File: src/rtl/fifo_pkg.sv
// fifo_pkg: helpers shared by the write-side (wptr_full) and read-side
// (rptr_empty) pointer blocks of the async FIFO.
//   depth_of(addrlen) : FIFO depth for a pointer of addrlen bits (one wrap bit)
//   bin2gray / gray2bin : code conversions. They work on 32-bit values, so any
//                         narrower pointer is zero-extended on the way in and
//                         cast back to its own width by the caller.
package fifo_pkg;

    function automatic int depth_of(input int addrlen);
        return 1 << (addrlen - 1);
    endfunction

    function automatic logic [31:0] bin2gray(input logic [31:0] b);
        return b ^ (b >> 1);
    endfunction

    // Each binary bit is the XOR of all Gray bits at or above it. Zero
    // extension leaves the result of a narrow pointer unchanged.
    function automatic logic [31:0] gray2bin(input logic [31:0] g);
        logic [31:0] b;
        for (int i = 0; i < 32; i++) begin
            b[i] = ^(g >> i);
        end
        return b;
    endfunction

endpackage

File: src/rtl/wptr_full_gray_counter.sv
// gray_counter: binary + Gray pointer register pair with synchronous reset.
// Advances by one when i_inc is set and i_hold is clear; both codes are
// registered so the Gray output feeds a synchronizer straight from flops.
//   i_clk, i_rst   clock, synchronous active-high reset
//   i_inc, i_hold  increment request / increment inhibit (e.g. full, empty)
//   o_gray         registered Gray pointer
//   o_addr         registered binary pointer without the wrap bit (RAM address)
//   o_bin_next     binary pointer value to be loaded on the next edge
//   o_gray_next    Gray pointer value to be loaded on the next edge
module gray_counter
    import fifo_pkg::*;
#(
    parameter int W = 4
) (
    input  logic         i_clk,
    input  logic         i_rst,
    input  logic         i_inc,
    input  logic         i_hold,
    output logic [W-1:0] o_gray,
    output logic [W-2:0] o_addr,
    output logic [W-1:0] o_bin_next,
    output logic [W-1:0] o_gray_next
);

    logic [W-1:0] r_bin;
    logic [W-1:0] r_gray;
    logic         w_adv;

    assign w_adv       = i_inc & ~i_hold;
    // Wraps modulo 2**W without any special handling.
    assign o_bin_next  = r_bin + {{(W-1){1'b0}}, w_adv};
    assign o_gray_next = W'(bin2gray(32'(o_bin_next)));

    always_ff @(posedge i_clk) begin
        if (i_rst) begin
            r_bin  <= '0;
            r_gray <= '0;
        end else begin
            r_bin  <= o_bin_next;
            r_gray <= o_gray_next;
        end
    end

    assign o_gray = r_gray;
    assign o_addr = r_bin[W-2:0];

endmodule

File: src/rtl/wptr_full.sv
// wptr_full: write-domain pointer and flag generator of the async FIFO.
// Owns the write counter, emits the Gray write pointer to the synchronizer and
// derives full / almost-full / occupancy / overflow from the synchronized Gray
// read pointer.
//   i_wclk, i_wrst    write clock, synchronous active-high reset
//   i_winc            write request
//   i_sync_rptr       Gray read pointer already synchronized into i_wclk
//   o_wptr            registered Gray write pointer (one bit changes per write)
//   o_waddr           RAM write address
//   o_wen             RAM write enable (write accepted this cycle)
//   o_wfull           registered full flag
//   o_walmost_full    registered, occupancy >= AFULL_THRESH
//   o_wcount          registered occupancy 0..DEPTH
//   o_wovf            sticky: write requested while full
module wptr_full
    import fifo_pkg::*;
#(
    parameter int ADDRLEN      = 4,
    parameter int AFULL_THRESH = 6
) (
    input  logic               i_wclk,
    input  logic               i_wrst,
    input  logic               i_winc,
    input  logic [ADDRLEN-1:0] i_sync_rptr,
    output logic [ADDRLEN-1:0] o_wptr,
    output logic [ADDRLEN-2:0] o_waddr,
    output logic               o_wen,
    output logic               o_wfull,
    output logic               o_walmost_full,
    output logic [ADDRLEN-1:0] o_wcount,
    output logic               o_wovf
);

    localparam logic [ADDRLEN-1:0] AFT = ADDRLEN'(AFULL_THRESH);

    logic [ADDRLEN-1:0] w_bin_next;
    logic [ADDRLEN-1:0] w_gray_next;
    logic [ADDRLEN-1:0] w_full_cmp;
    logic [ADDRLEN-1:0] w_rbin_s;
    logic [ADDRLEN-1:0] w_wcount_next;

    logic               r_wfull;
    logic               r_walmost_full;
    logic [ADDRLEN-1:0] r_wcount;
    logic               r_wovf;

    assign o_wen = i_winc & ~r_wfull;

    gray_counter #(.W(ADDRLEN)) u_wcnt (
        .i_clk       (i_wclk),
        .i_rst       (i_wrst),
        .i_inc       (i_winc),
        .i_hold      (r_wfull),
        .o_gray      (o_wptr),
        .o_addr      (o_waddr),
        .o_bin_next  (w_bin_next),
        .o_gray_next (w_gray_next)
    );

    // Full when the write pointer is exactly one lap ahead of the read
    // pointer: in Gray code that is the top two bits inverted, rest equal.
    assign w_full_cmp    = {~i_sync_rptr[ADDRLEN-1:ADDRLEN-2], i_sync_rptr[ADDRLEN-3:0]};

    // Occupancy uses the post-write pointer and the current synchronized read
    // pointer, so a write and a read advance on the same edge cancel out.
    assign w_rbin_s      = ADDRLEN'(gray2bin(32'(i_sync_rptr)));
    assign w_wcount_next = w_bin_next - w_rbin_s;

    always_ff @(posedge i_wclk) begin
        if (i_wrst) begin
            r_wfull        <= 1'b0;
            r_walmost_full <= 1'b0;
            r_wcount       <= '0;
            r_wovf         <= 1'b0;
        end else begin
            r_wfull        <= (w_gray_next == w_full_cmp);
            r_walmost_full <= (w_wcount_next >= AFT);
            r_wcount       <= w_wcount_next;
            r_wovf         <= r_wovf | (i_winc & r_wfull);
        end
    end

    assign o_wfull        = r_wfull;
    assign o_walmost_full = r_walmost_full;
    assign o_wcount       = r_wcount;
    assign o_wovf         = r_wovf;

endmodule

File: config.mk
export PLATFORM = sky130hd
export DESIGN_NAME = wptr_full
export DESIGN_NICKNAME = d
export VERILOG_FILES = /design/src/rtl/fifo_pkg.sv /design/src/rtl/wptr_full_gray_counter.sv /design/src/rtl/wptr_full.sv
export SDC_FILE = /design/constraint.sdc
export NUM_CORES = 1
export LEC_CHECK = 0
export CAP_MARGIN = 10
export CORE_MARGIN = 8
export CORE_UTILIZATION = 45
export CTS_CLUSTER_SIZE = 12
export DETAILED_ROUTE_END_ITERATION = 7
export PLACE_DENSITY = 0.77
export SETUP_SLACK_MARGIN = 0.15
export SYNTH_ARGS = -nofsm -noshare
export SYNTH_HDL_FRONTEND = slang
export SYNTH_SLANG_ARGS = --single-unit
File: constraint.sdc
create_clock -name i_wclk -period 4.45 [get_ports i_wclk]
set_clock_uncertainty 0.2 [all_clocks]
set_input_delay 0.89 -clock i_wclk [delete_from_list [all_inputs] [get_ports i_wclk]]
set_output_delay 0.89 -clock i_wclk [all_outputs]
set_load 0.05 [all_outputs]
==> impl_metrics.csv <==
group,metric,value,unit
clock_network,ctsHoldBuffers,0,
critical_path,critical_path.max_fanout,2,
place,detailedPlacementHpwl,1040,um
clock_network,cts_max_level,1,
critical_path,sequence_of_cells_on_the_critical_path,"clkdlybuf4s50_1, nor2b_1, clkdlybuf4s50_1",
clock_network,number_of_post_cts_setup_repair_buffers,0,
finish,mostFrequentLayoutCell,"sky130_fd_sc_hd__clkdlybuf4s50_1",
timing,hold_viol,0,
routing,drt-vias-per-instance,4.60,
timing,slew_violations,0,
yosys,synth.yosys.seq_area_share,44.3,%
finish,layout_common_cells,"21 x sky130_fd_sc_hd__clkdlybuf4s50_1, 14 x sky130_fd_sc_hd__dfxtp_1, 11 x sky130_fd_sc_hd__nor2_1, 10 x sky130_fd_sc_hd__xnor2_1, 6 x sky130_fd_sc_hd__xor2_1",
timing,hold_slack,0.291,ns
timing,max_slew.worst_pin.slew,0.500,ns
finish,final_cell_count_no_fill,102,
clock_network,max-clock-path-buffers,2,
run_status,status,"complete, no violations",
clock_network,ctsRootBufferMaster,"sky130_fd_sc_hd__clkbuf_4",
yosys,synth.avg_cell_area,9.89,um^2
clock_network,clock_sinks,14,
floorplanning,die-area,2860,um^2
routing,route.detailed.drc,0,
pwr,static-leakage-power,0.000362,uW
yosys,postSynthCellCount,64,
hold_path,min-delay-path-class,"flop to flop",
yosys,postSynthNetCount,77,
timing,timing.setup.tns,0,ns
finish,final_nets,102,
routing,via_count,469,
floorplanning,chipWidth,53.5,um
yosys,yosys_warnings,0,
critical_path,cp-end-kind,"primary output",
global_route,global_route.overflow_total,0,
critical_path,slowest_delay,0.83,ns
yosys,netlist.top_cell.by_area,"sky130_fd_sc_hd__dfxtp_1",
place,placement.io_buffers,21,
yosys,postSynthRegisterBits,14,
clock_network,cts_tree,"built",
floorplanning,fp.coreArea,1300,um^2
finish,diodes,0,
clock_network,cts_made_buffers,3,
critical_path,timing.setup.critical_path_class,"input port to primary output",
run,total_of_max_cap_violations,0,
finish,fill_count,118,
global_route,grt_util_all_layers,10.4,%
timing,maxClockFrequency,0.289,GHz
timing,max_slew_headroom_at_the_worst_pin,66.6,%
critical_path,crit_path_top_delay_cell,"sky130_fd_sc_hd__clkdlybuf4s50_1",
yosys,synthTopCellsByArea,"sky130_fd_sc_hd__dfxtp_1 44%, sky130_fd_sc_hd__xnor2_1 14%, sky130_fd_sc_hd__ha_1 9.9%",
place,finalWeightedCongestion,0.743,
global_route,first_pass_grt_wire_length,2150,um
pwr,worst_voltage_drop_across_the_vdd_grid,0.270,mV
floorplanning,boundaryPins,22,
timing,rsz0062_at_grt,"no",
routing,route.detailed.wl_per_inst,12.5,um
timing,final.period_utilization,77.7,%
critical_path,critical_path_required,3.36,ns
critical_path,critical_path.top_delay_family,"buffers and inverters",
clock_network,clk_transition_reported_paths,0.08,ns
floorplanning,std_cell_rows,13,
critical_path,start_kind,"input port",
place,dp_cells,99,
routing,antenna_left,0,
finish,drive_gt1_share,4.60,%
pwr,power.density,455,nW/um^2
yosys,number_of_distinct_library_cells_after_synthesis,16,
floorplanning,initial_utilization,48.7,%
critical_path,timing.critical_path.arrival,2.37,ns
clock_network,cts_resized,0,
timing,post-route-min-period,3.46,ns
timing,setup_viol_count_final,0,
yosys,portion_of_synthesized_cell_area_occupied_by_the_leading_cell_type,44.3,%
finish,finalCoreUtilization,67.7,%
floorplanning,chipHeight,53.5,um
clock_network,clock_insertion_delay_at_the_later_pin_of_the_skew_report,0.27,ns
global_route,antenna_found_initial,0,
global_route,grt_start_max_net_pins,16,
routing,detail_route.wirelength,1280,um
critical_path,critPathMostFrequentCell,"sky130_fd_sc_hd__clkdlybuf4s50_1",
global_route,grt_pass1_vias,505,
finish,area_growth,39.1,%
routing,drt_pass1_iterations,4,
yosys,post_synth_instance_area,633,um^2
routing,drtIter0Drc,3,
critical_path,timing.critical_path.buf_inv,2,
==> registers in the layout, indices dropped and copies added, names as in the netlist <==
name / count
u_wcnt.r_bin: 3
o_walmost_full: 1
o_wcount: 4
o_wovf: 1
u_wcnt.o_gray: 4
o_wfull: 1
==> synth_stat cells <==
library cell and number:
sky130_fd_sc_hd__xnor2_1 10, sky130_fd_sc_hd__nand2_1 2, sky130_fd_sc_hd__clkbuf_1 1, sky130_fd_sc_hd__fa_1 1, sky130_fd_sc_hd__dfxtp_1 14, sky130_fd_sc_hd__nor2_1 11
sky130_fd_sc_hd__nor3_2 1, sky130_fd_sc_hd__a21oi_1 2, sky130_fd_sc_hd__nor2b_1 2, sky130_fd_sc_hd__nand3_1 1, sky130_fd_sc_hd__a21o_1 1, sky130_fd_sc_hd__or3_1 2
sky130_fd_sc_hd__inv_1 4, sky130_fd_sc_hd__xor2_1 6, sky130_fd_sc_hd__ha_1 5, sky130_fd_sc_hd__o21ai_0 1
==> cell families after synthesis <==
| kind of cell | count (synthesis) | share of synthesized area (%) |
|---|---|---|
| buf+inv | 5 | 2.96 |
| xor+xnor | 16 | 22.1 |
| flops | 14 | 44.3 |
| fa+ha+maj | 6 | 13.0 |
| simple gates | 19 | 14.0 |
| compound gates | 4 | 3.56 |
==> through the flow <==
step / instance area [um^2] / total power [uW] / setup slack (ns)
floorplan: 633 / 280 / 0.979
global placement: 858 / 333 / 1.01
detailed placement: 858 / 337 / 0.966
CTS: 881 / 406 / 0.976
global route: 881 / 428 / 0.941
finish: 881 / 401 / 0.991
==> where the power goes <==
| group | internal, uW | switching, uW | total (uW) |
|---|---|---|---|
| clock | 31.3 | 37.9 | 69.2 |
| combinational | 68.0 | 114 | 182 |
| sequential | 144 | 6.01 | 150 |
==> area by class of cell <==
class                   instances  area, um^2  share of cell area, %
multi-input cells              45         334                   37.9
inverters                       4        15.0                   1.70
clock buffers                   3        22.5                   2.56
flip-flops and latches         14         280                   31.8
repair buffers                 21         210                   23.9
well taps                      15        18.8                   2.13
==> routing by layer <==
| metal | wire length, um | share of wire, % | GRT usage, % |
|---|---|---|---|
| met2 | 617 | 48 | 16.6 |
| met5 | 0 | 0 | 0 |
| met3 | 61 | 4.8 | 3.36 |
| met4 | 41 | 3.2 | 7.56 |
| met1 | 556 | 44 | 11.4 |
==> worst register-to-register path, delay by kind of cell (launching register included) <==
kind	cells	cell delay, ns
AO/OA/AOI/OAI	1	0.07
XOR/XNOR	1	0.16
adder cells (fa/ha/maj)	3	1.05
buffers and inverters	1	0.11
flip-flops	1	0.35
AND/OR/NAND/NOR	2	0.37
==> final timing paths <==
path | startpoint | endpoint | slack, ns | cells past startpoint
hold / removal | o_wovf | o_wovf | 0.29 | 2
setup / recovery | i_winc | o_wen | 0.99 | 3
hold reg to reg | o_wovf | o_wovf | 0.29 | 2
setup reg to reg | o_wfull | o_walmost_full | 2.07 | 8
(Power assumes the default switching activity.)
